## src/rtl/seven_seg_pkg.sv

```systemverilog
// rtl/seven_seg_pkg.sv - segment patterns (active-high, a=bit0) and pin polarity helper
package seven_seg_pkg;

  localparam logic [6:0] SEG_0     = 7'h3F;
  localparam logic [6:0] SEG_1     = 7'h06;
  localparam logic [6:0] SEG_2     = 7'h5B;
  localparam logic [6:0] SEG_3     = 7'h4F;
  localparam logic [6:0] SEG_4     = 7'h66;
  localparam logic [6:0] SEG_5     = 7'h6D;
  localparam logic [6:0] SEG_6     = 7'h7D;
  localparam logic [6:0] SEG_7     = 7'h07;
  localparam logic [6:0] SEG_8     = 7'h7F;
  localparam logic [6:0] SEG_9     = 7'h6F;
  localparam logic [6:0] SEG_A     = 7'h77;
  localparam logic [6:0] SEG_B     = 7'h7C;
  localparam logic [6:0] SEG_C     = 7'h39;
  localparam logic [6:0] SEG_D     = 7'h5E;
  localparam logic [6:0] SEG_E     = 7'h79;
  localparam logic [6:0] SEG_F     = 7'h71;
  localparam logic [6:0] SEG_BLANK = 7'h00;

  // Maps active-high "lit" bits to pin levels; callers truncate to their width.
  function automatic logic [7:0] to_pins(input logic [7:0] lit, input logic active_low);
    return active_low ? ~lit : lit;
  endfunction

endpackage

```

## src/rtl/seven_seg_decoder.sv

```systemverilog
// rtl/seven_seg_decoder.sv - nibble to active-high seven-segment pattern
module seven_seg_decoder
  import seven_seg_pkg::*;
(
  input  logic [3:0] nibble_i,
  input  logic       hex_mode_i,
  output logic [6:0] seg_o
);

  always_comb begin
    seg_o = SEG_BLANK;
    case (nibble_i)
      4'h0:    seg_o = SEG_0;
      4'h1:    seg_o = SEG_1;
      4'h2:    seg_o = SEG_2;
      4'h3:    seg_o = SEG_3;
      4'h4:    seg_o = SEG_4;
      4'h5:    seg_o = SEG_5;
      4'h6:    seg_o = SEG_6;
      4'h7:    seg_o = SEG_7;
      4'h8:    seg_o = SEG_8;
      4'h9:    seg_o = SEG_9;
      4'hA:    seg_o = hex_mode_i ? SEG_A : SEG_BLANK;
      4'hB:    seg_o = hex_mode_i ? SEG_B : SEG_BLANK;
      4'hC:    seg_o = hex_mode_i ? SEG_C : SEG_BLANK;
      4'hD:    seg_o = hex_mode_i ? SEG_D : SEG_BLANK;
      4'hE:    seg_o = hex_mode_i ? SEG_E : SEG_BLANK;
      default: seg_o = hex_mode_i ? SEG_F : SEG_BLANK;
    endcase
  end

endmodule

```

## src/rtl/seven_seg_scanner.sv

```systemverilog
// rtl/seven_seg_scanner.sv - time-multiplexed multi-digit seven-segment driver
module seven_seg_scanner
  import seven_seg_pkg::*;
#(
  parameter int NUM_DIGITS     = 4,
  parameter int REFRESH_DIV    = 50000,
  parameter int BLANK_CYCLES   = 2000,
  parameter int HEX_MODE       = 1,
  parameter int BLANK_LEADING  = 0,
  parameter int SEG_ACTIVE_LOW = 1,
  parameter int AN_ACTIVE_LOW  = 1
) (
  input  logic                    clk,
  input  logic                    rst,
  input  logic                    enable,
  input  logic [4*NUM_DIGITS-1:0] value,
  input  logic [NUM_DIGITS-1:0]   dp_in,
  input  logic                    load,
  output logic [6:0]              seg,
  output logic                    dp,
  output logic [NUM_DIGITS-1:0]   an,
  output logic                    frame_tick
);

  localparam int IDX_W = (NUM_DIGITS > 1) ? $clog2(NUM_DIGITS) : 1;
  localparam int PRE_W = $clog2(REFRESH_DIV);
  localparam logic [PRE_W-1:0] PRE_LAST  = PRE_W'(REFRESH_DIV - 1);
  localparam logic [PRE_W-1:0] BLANK_END = PRE_W'(BLANK_CYCLES);
  localparam logic [IDX_W-1:0] IDX_LAST  = IDX_W'(NUM_DIGITS - 1);
  localparam logic [6:0]            SEG_OFF = 7'(to_pins(8'h00, SEG_ACTIVE_LOW != 0));
  localparam logic                  DP_OFF  = 1'(to_pins(8'h00, SEG_ACTIVE_LOW != 0));
  localparam logic [NUM_DIGITS-1:0] AN_OFF  = NUM_DIGITS'(to_pins(8'h00, AN_ACTIVE_LOW != 0));

  logic [PRE_W-1:0]        pre_q, pre_d;
  logic [IDX_W-1:0]        idx_q, idx_d;
  logic [4*NUM_DIGITS-1:0] pend_val_q, pend_val_d, disp_val_q, disp_val_d;
  logic [NUM_DIGITS-1:0]   pend_dp_q, pend_dp_d, disp_dp_q, disp_dp_d;
  logic                    pend_valid_q, pend_valid_d;
  logic [6:0]              seg_q, seg_d;
  logic                    dp_q, dp_d;
  logic [NUM_DIGITS-1:0]   an_q, an_d;
  logic                    tick_q, tick_d;

  logic                    pre_wrap, frame_wrap;
  logic [3:0]              cur_nib;
  logic                    cur_dp;
  logic                    hi_nonzero;
  logic                    lead_blank;
  logic                    an_on;
  logic [NUM_DIGITS-1:0]   an_lit;
  logic [6:0]              dec_seg, seg_lit;

  always_comb begin
    pre_wrap     = enable && (pre_q == PRE_LAST);
    frame_wrap   = pre_wrap && (idx_q == IDX_LAST);
    pre_d        = pre_q;
    idx_d        = idx_q;
    pend_val_d   = pend_val_q;
    pend_dp_d    = pend_dp_q;
    pend_valid_d = pend_valid_q;
    disp_val_d   = disp_val_q;
    disp_dp_d    = disp_dp_q;
    tick_d       = frame_wrap;

    if (enable) begin
      pre_d = pre_wrap ? '0 : pre_q + PRE_W'(1);
      if (pre_wrap) begin
        idx_d = (idx_q == IDX_LAST) ? '0 : idx_q + IDX_W'(1);
      end
    end

    if (load) begin
      pend_val_d   = value;
      pend_dp_d    = dp_in;
      pend_valid_d = 1'b1;
    end

    // Display only changes between frames so a multi-digit value never tears.
    if (frame_wrap) begin
      pend_valid_d = 1'b0;
      if (load) begin
        disp_val_d = value;
        disp_dp_d  = dp_in;
      end else if (pend_valid_q) begin
        disp_val_d = pend_val_q;
        disp_dp_d  = pend_dp_q;
      end
    end
  end

  always_comb begin
    cur_nib    = 4'h0;
    cur_dp     = 1'b0;
    hi_nonzero = 1'b0;
    an_lit     = '0;
    for (int i = 0; i < NUM_DIGITS; i++) begin
      if (idx_q == IDX_W'(i)) begin
        cur_nib   = disp_val_q[4*i +: 4];
        cur_dp    = disp_dp_q[i];
        an_lit[i] = 1'b1;
      end
      if ((IDX_W'(i) >= idx_q) && (disp_val_q[4*i +: 4] != 4'h0)) begin
        hi_nonzero = 1'b1;
      end
    end
    lead_blank = (BLANK_LEADING != 0) && (idx_q != '0) && !hi_nonzero;
    seg_lit    = lead_blank ? SEG_BLANK : dec_seg;
    an_on      = enable && (pre_q >= BLANK_END);
    seg_d      = 7'(to_pins({1'b0, seg_lit}, SEG_ACTIVE_LOW != 0));
    dp_d       = 1'(to_pins({7'b0, cur_dp}, SEG_ACTIVE_LOW != 0));
    an_d       = NUM_DIGITS'(to_pins(8'(an_on ? an_lit : '0), AN_ACTIVE_LOW != 0));
  end

  seven_seg_decoder u_decoder (
    .nibble_i   (cur_nib),
    .hex_mode_i (HEX_MODE != 0),
    .seg_o      (dec_seg)
  );

  always_ff @(posedge clk) begin
    if (rst) begin
      pre_q        <= '0;
      idx_q        <= '0;
      pend_val_q   <= '0;
      pend_dp_q    <= '0;
      pend_valid_q <= 1'b0;
      disp_val_q   <= '0;
      disp_dp_q    <= '0;
      seg_q        <= SEG_OFF;
      dp_q         <= DP_OFF;
      an_q         <= AN_OFF;
      tick_q       <= 1'b0;
    end else begin
      pre_q        <= pre_d;
      idx_q        <= idx_d;
      pend_val_q   <= pend_val_d;
      pend_dp_q    <= pend_dp_d;
      pend_valid_q <= pend_valid_d;
      disp_val_q   <= disp_val_d;
      disp_dp_q    <= disp_dp_d;
      seg_q        <= seg_d;
      dp_q         <= dp_d;
      an_q         <= an_d;
      tick_q       <= tick_d;
    end
  end

  assign seg        = seg_q;
  assign dp         = dp_q;
  assign an         = an_q;
  assign frame_tick = tick_q;

endmodule

```

## config.mk

```make
export PLATFORM = sky130hd
export DESIGN_NAME = seven_seg_scanner
export DESIGN_NICKNAME = d
export VERILOG_FILES = /design/src/rtl/seven_seg_pkg.sv /design/src/rtl/seven_seg_decoder.sv /design/src/rtl/seven_seg_scanner.sv
export SDC_FILE = /design/constraint.sdc
export NUM_CORES = 1
export LEC_CHECK = 0
export ABC_AREA = 1
export CORE_ASPECT_RATIO = 0.7
export CORE_MARGIN = 10
export CORE_UTILIZATION = 40
export DETAILED_ROUTE_END_ITERATION = 8
export GPL_ROUTABILITY_DRIVEN = 0
export HOLD_SLACK_MARGIN = 0.06
export PLACE_DENSITY = 0.68
export SYNTH_ARGS = -nofsm -noshare
export SYNTH_HDL_FRONTEND = slang
export SYNTH_SLANG_ARGS = --single-unit
```

## constraint.sdc

```tcl
create_clock -name clk -period 5.1 [get_ports clk]
set_input_delay 0.51 -clock clk [delete_from_list [all_inputs] [get_ports clk]]
set_output_delay 0.51 -clock clk [all_outputs]
set_load 0.1 [all_outputs]
```

==> results.ini <==
[run_status]
outcome=completed

[sta]
period_share_pct=50.48
setup_violations=0
fin_worst_skew_ns=0.009851
max_freq_mhz=388.4
hold_viol_final=0
drv_slew=0
slew_headroom_pct=22.16
worst_slew_pin_slew_ns=1.164
hold_slack_ns=0.4538
period_needed_ns=2.575
setup-tns-final_ns=0
rsz0062_at_grt=false
worst_slack_ns=2.525

[logic_synthesis]
synth.largest_area_cell=dfxtp_1
ys_ff_latch=72
synth_area_per_cell_um2=7.477
yosysSeqAreaShare_pct=45.90
synth_area_um2=3141
ys.flop_type=dfxtp_1
yosys_warnings=0
yosys-top-cells-area=dfxtp_1 46%, nand2_1 12%, nor2_1 10%
synth_cell_types=30
synth_edf_count=0
netlist.area_leader.share_pct=45.90
syn_nets=450
syn-instance-count=420
async_flop_share_pct=0

[pwr]
power.density_nw_per_um2=326.1
ir_drop_uv=211.3
total_power_uw=1249
cellLeakagePower_uw=0.001623

[min_path]
hold_class=flip-flop to flip-flop

[clock_tree]
cts_sinks=72
htreeDepth=3
ctsHoldBuffers=0
clkSlewWorstSetupHoldPaths_ns=0.08
clk_latency_ns=0.36
cts_root_buf=clkbuf_8
postCtsSetupBuffers=0
cts_buffers=9
cts_tree=built
ctsLongestPathBuffers=2
cts_resized=0

[placed_design]
io_buffers=36
dpl.hpwl_mm=5.006
place_worst_setup_slack_ns=2.164

[setup_path]
cp-end-kind=flip-flop
arrival_ns=2.79
start_kind=input pin
crit_fanout=33
required_ns=5.31
worstSetupPathType=input pin to flip-flop

[route]
routed_wl_mm=7.028
vias=2682
viasPerCell=4.798
drc=0
first_iter_violations=209
drt_pre_antenna_iters=5
avgRoutedWirePerCell_um=12.57
ant_nets=0

[global_route]
grt_max_degree=34
grt_util_all_layers_pct=12.36
grt_pass1_wl_mm=11.91
antenna_found_initial=0
grt-ovfl-total=0
grt_pass1_vias=2608

[floorplanning]
fp.dieH_um=94.14
pin_count=37
num_rows=26
die_w_um=125.9
dieArea_um2=11850
core_um2=7450
initial_core_util_pct=42.16

[cells_and_area]
utilization_pct=51.41
syn_to_final_growth_pct=21.95
nets=486
drive_above_1_share_pct=6.074
diodes=0

[flow_run]
maxCapViolations=0

-- stage by stage --
stage               area [µm²]  std cells
floorplan                 3141        420
global placement          3566        543
detailed placement        3566        543
CTS                       3830        559
global route              3830        559
finish                    3830        559
-- synthesized netlist by cell type (3+ instances only) --
| master | n |
|---|---|
| mux2i_1 | 20 |
| ha_1 | 6 |
| clkbuf_1 | 4 |
| inv_1 | 29 |
| nand4_1 | 7 |
| nand3_1 | 19 |
| buf_6 | 3 |
| inv_2 | 4 |
| buf_2 | 4 |
| o21ai_0 | 11 |
| buf_1 | 3 |
| nor2_1 | 86 |
| a21oi_1 | 26 |
| nor3_1 | 9 |
| nand2_1 | 98 |
| dfxtp_1 | 72 |
-- placed cells by master, fill, tap and decap left out, types with 11 or more instances in the layout --
cell type         n
a21oi_1          26
nor2_1           86
inv_1            29
clkdlybuf4s50_1  36
clkbuf_8         12
o21ai_0          11
nand3_1          19
mux2i_1          20
dfxtp_1          72
nand2_1          98
-- registers in the layout (all words and copies together), names as in the netlist --
| name | count |
|---|---|
| an | 4 |
| disp_dp_q | 4 |
| disp_val_q | 16 |
| dp | 1 |
| frame_tick | 1 |
| idx_q | 2 |
| pend_dp_q | 4 |
| pend_val_q | 16 |
| pend_valid_q | 1 |
| pre_q | 16 |
| seg | 7 |
-- final timing paths --
kind / startpoint / end / slack, ns / depth (start not counted)
worst max-delay path: rst / pre_q[0] / 2.53 / 7
worst min-delay path: disp_val_q[7] / disp_val_q[7] / 0.45 / 2
worst max register to register: idx_q[0] / disp_val_q[4] / 2.88 / 7
worst min register to register: disp_val_q[7] / disp_val_q[7] / 0.45 / 2
-- worst max-delay path: stages --
cell and delay [ns]:
clkdlybuf4s50_1 1.24, inv_1 0.09, buf_4 0.28, nand2_1 0.27
inv_1 0.21, nand3_1 0.10, o31ai_1 0.07
-- cell type report --
class | count | area [µm²]
Fill cell | 731 | 3620
Multi-Input combinational cell | 301 | 1495
Sequential cell | 72 | 1441
Timing Repair Buffer | 39 | 382.9
Clock buffer | 12 | 165.2
Inverter | 33 | 123.9
Tap cell | 98 | 122.6
Clock inverter | 4 | 98.84
-- cell families (layout without fill, tap and decap cells) --
group                    after synthesis  in the layout  share of synthesized area, %
AND/OR/NAND/NOR                      226            226                         30.20
flip-flops                            72             72                         45.90
AO/OA/AOI/OAI                         48             48                         8.366
buffers and inverters                 47             88                         6.494
multiplexers                          20             20                         6.374
adder cells (fa/ha/maj)                6              6                         2.390
XOR/XNOR                               1              1                        0.2789
-- routing by layer --
layer	up-vias	GRT usage (%)	share of wire [%]
li1	1432	-	-
met1	1180	14.94	51
met5	-	0	0
met4	0	5.482	1.4
met2	64	18.49	41
met3	6	5.640	6.8
-- power breakdown --
group | switching, µW | leakage (µW) | internal (µW)
sequential | 4.08 | 0.000587 | 576
combinational | 51.7 | 0.000903 | 34.7
clock | 217 | 0.000133 | 366
total | 273 | 0.00162 | 976
(Power assumes the default switching activity.)
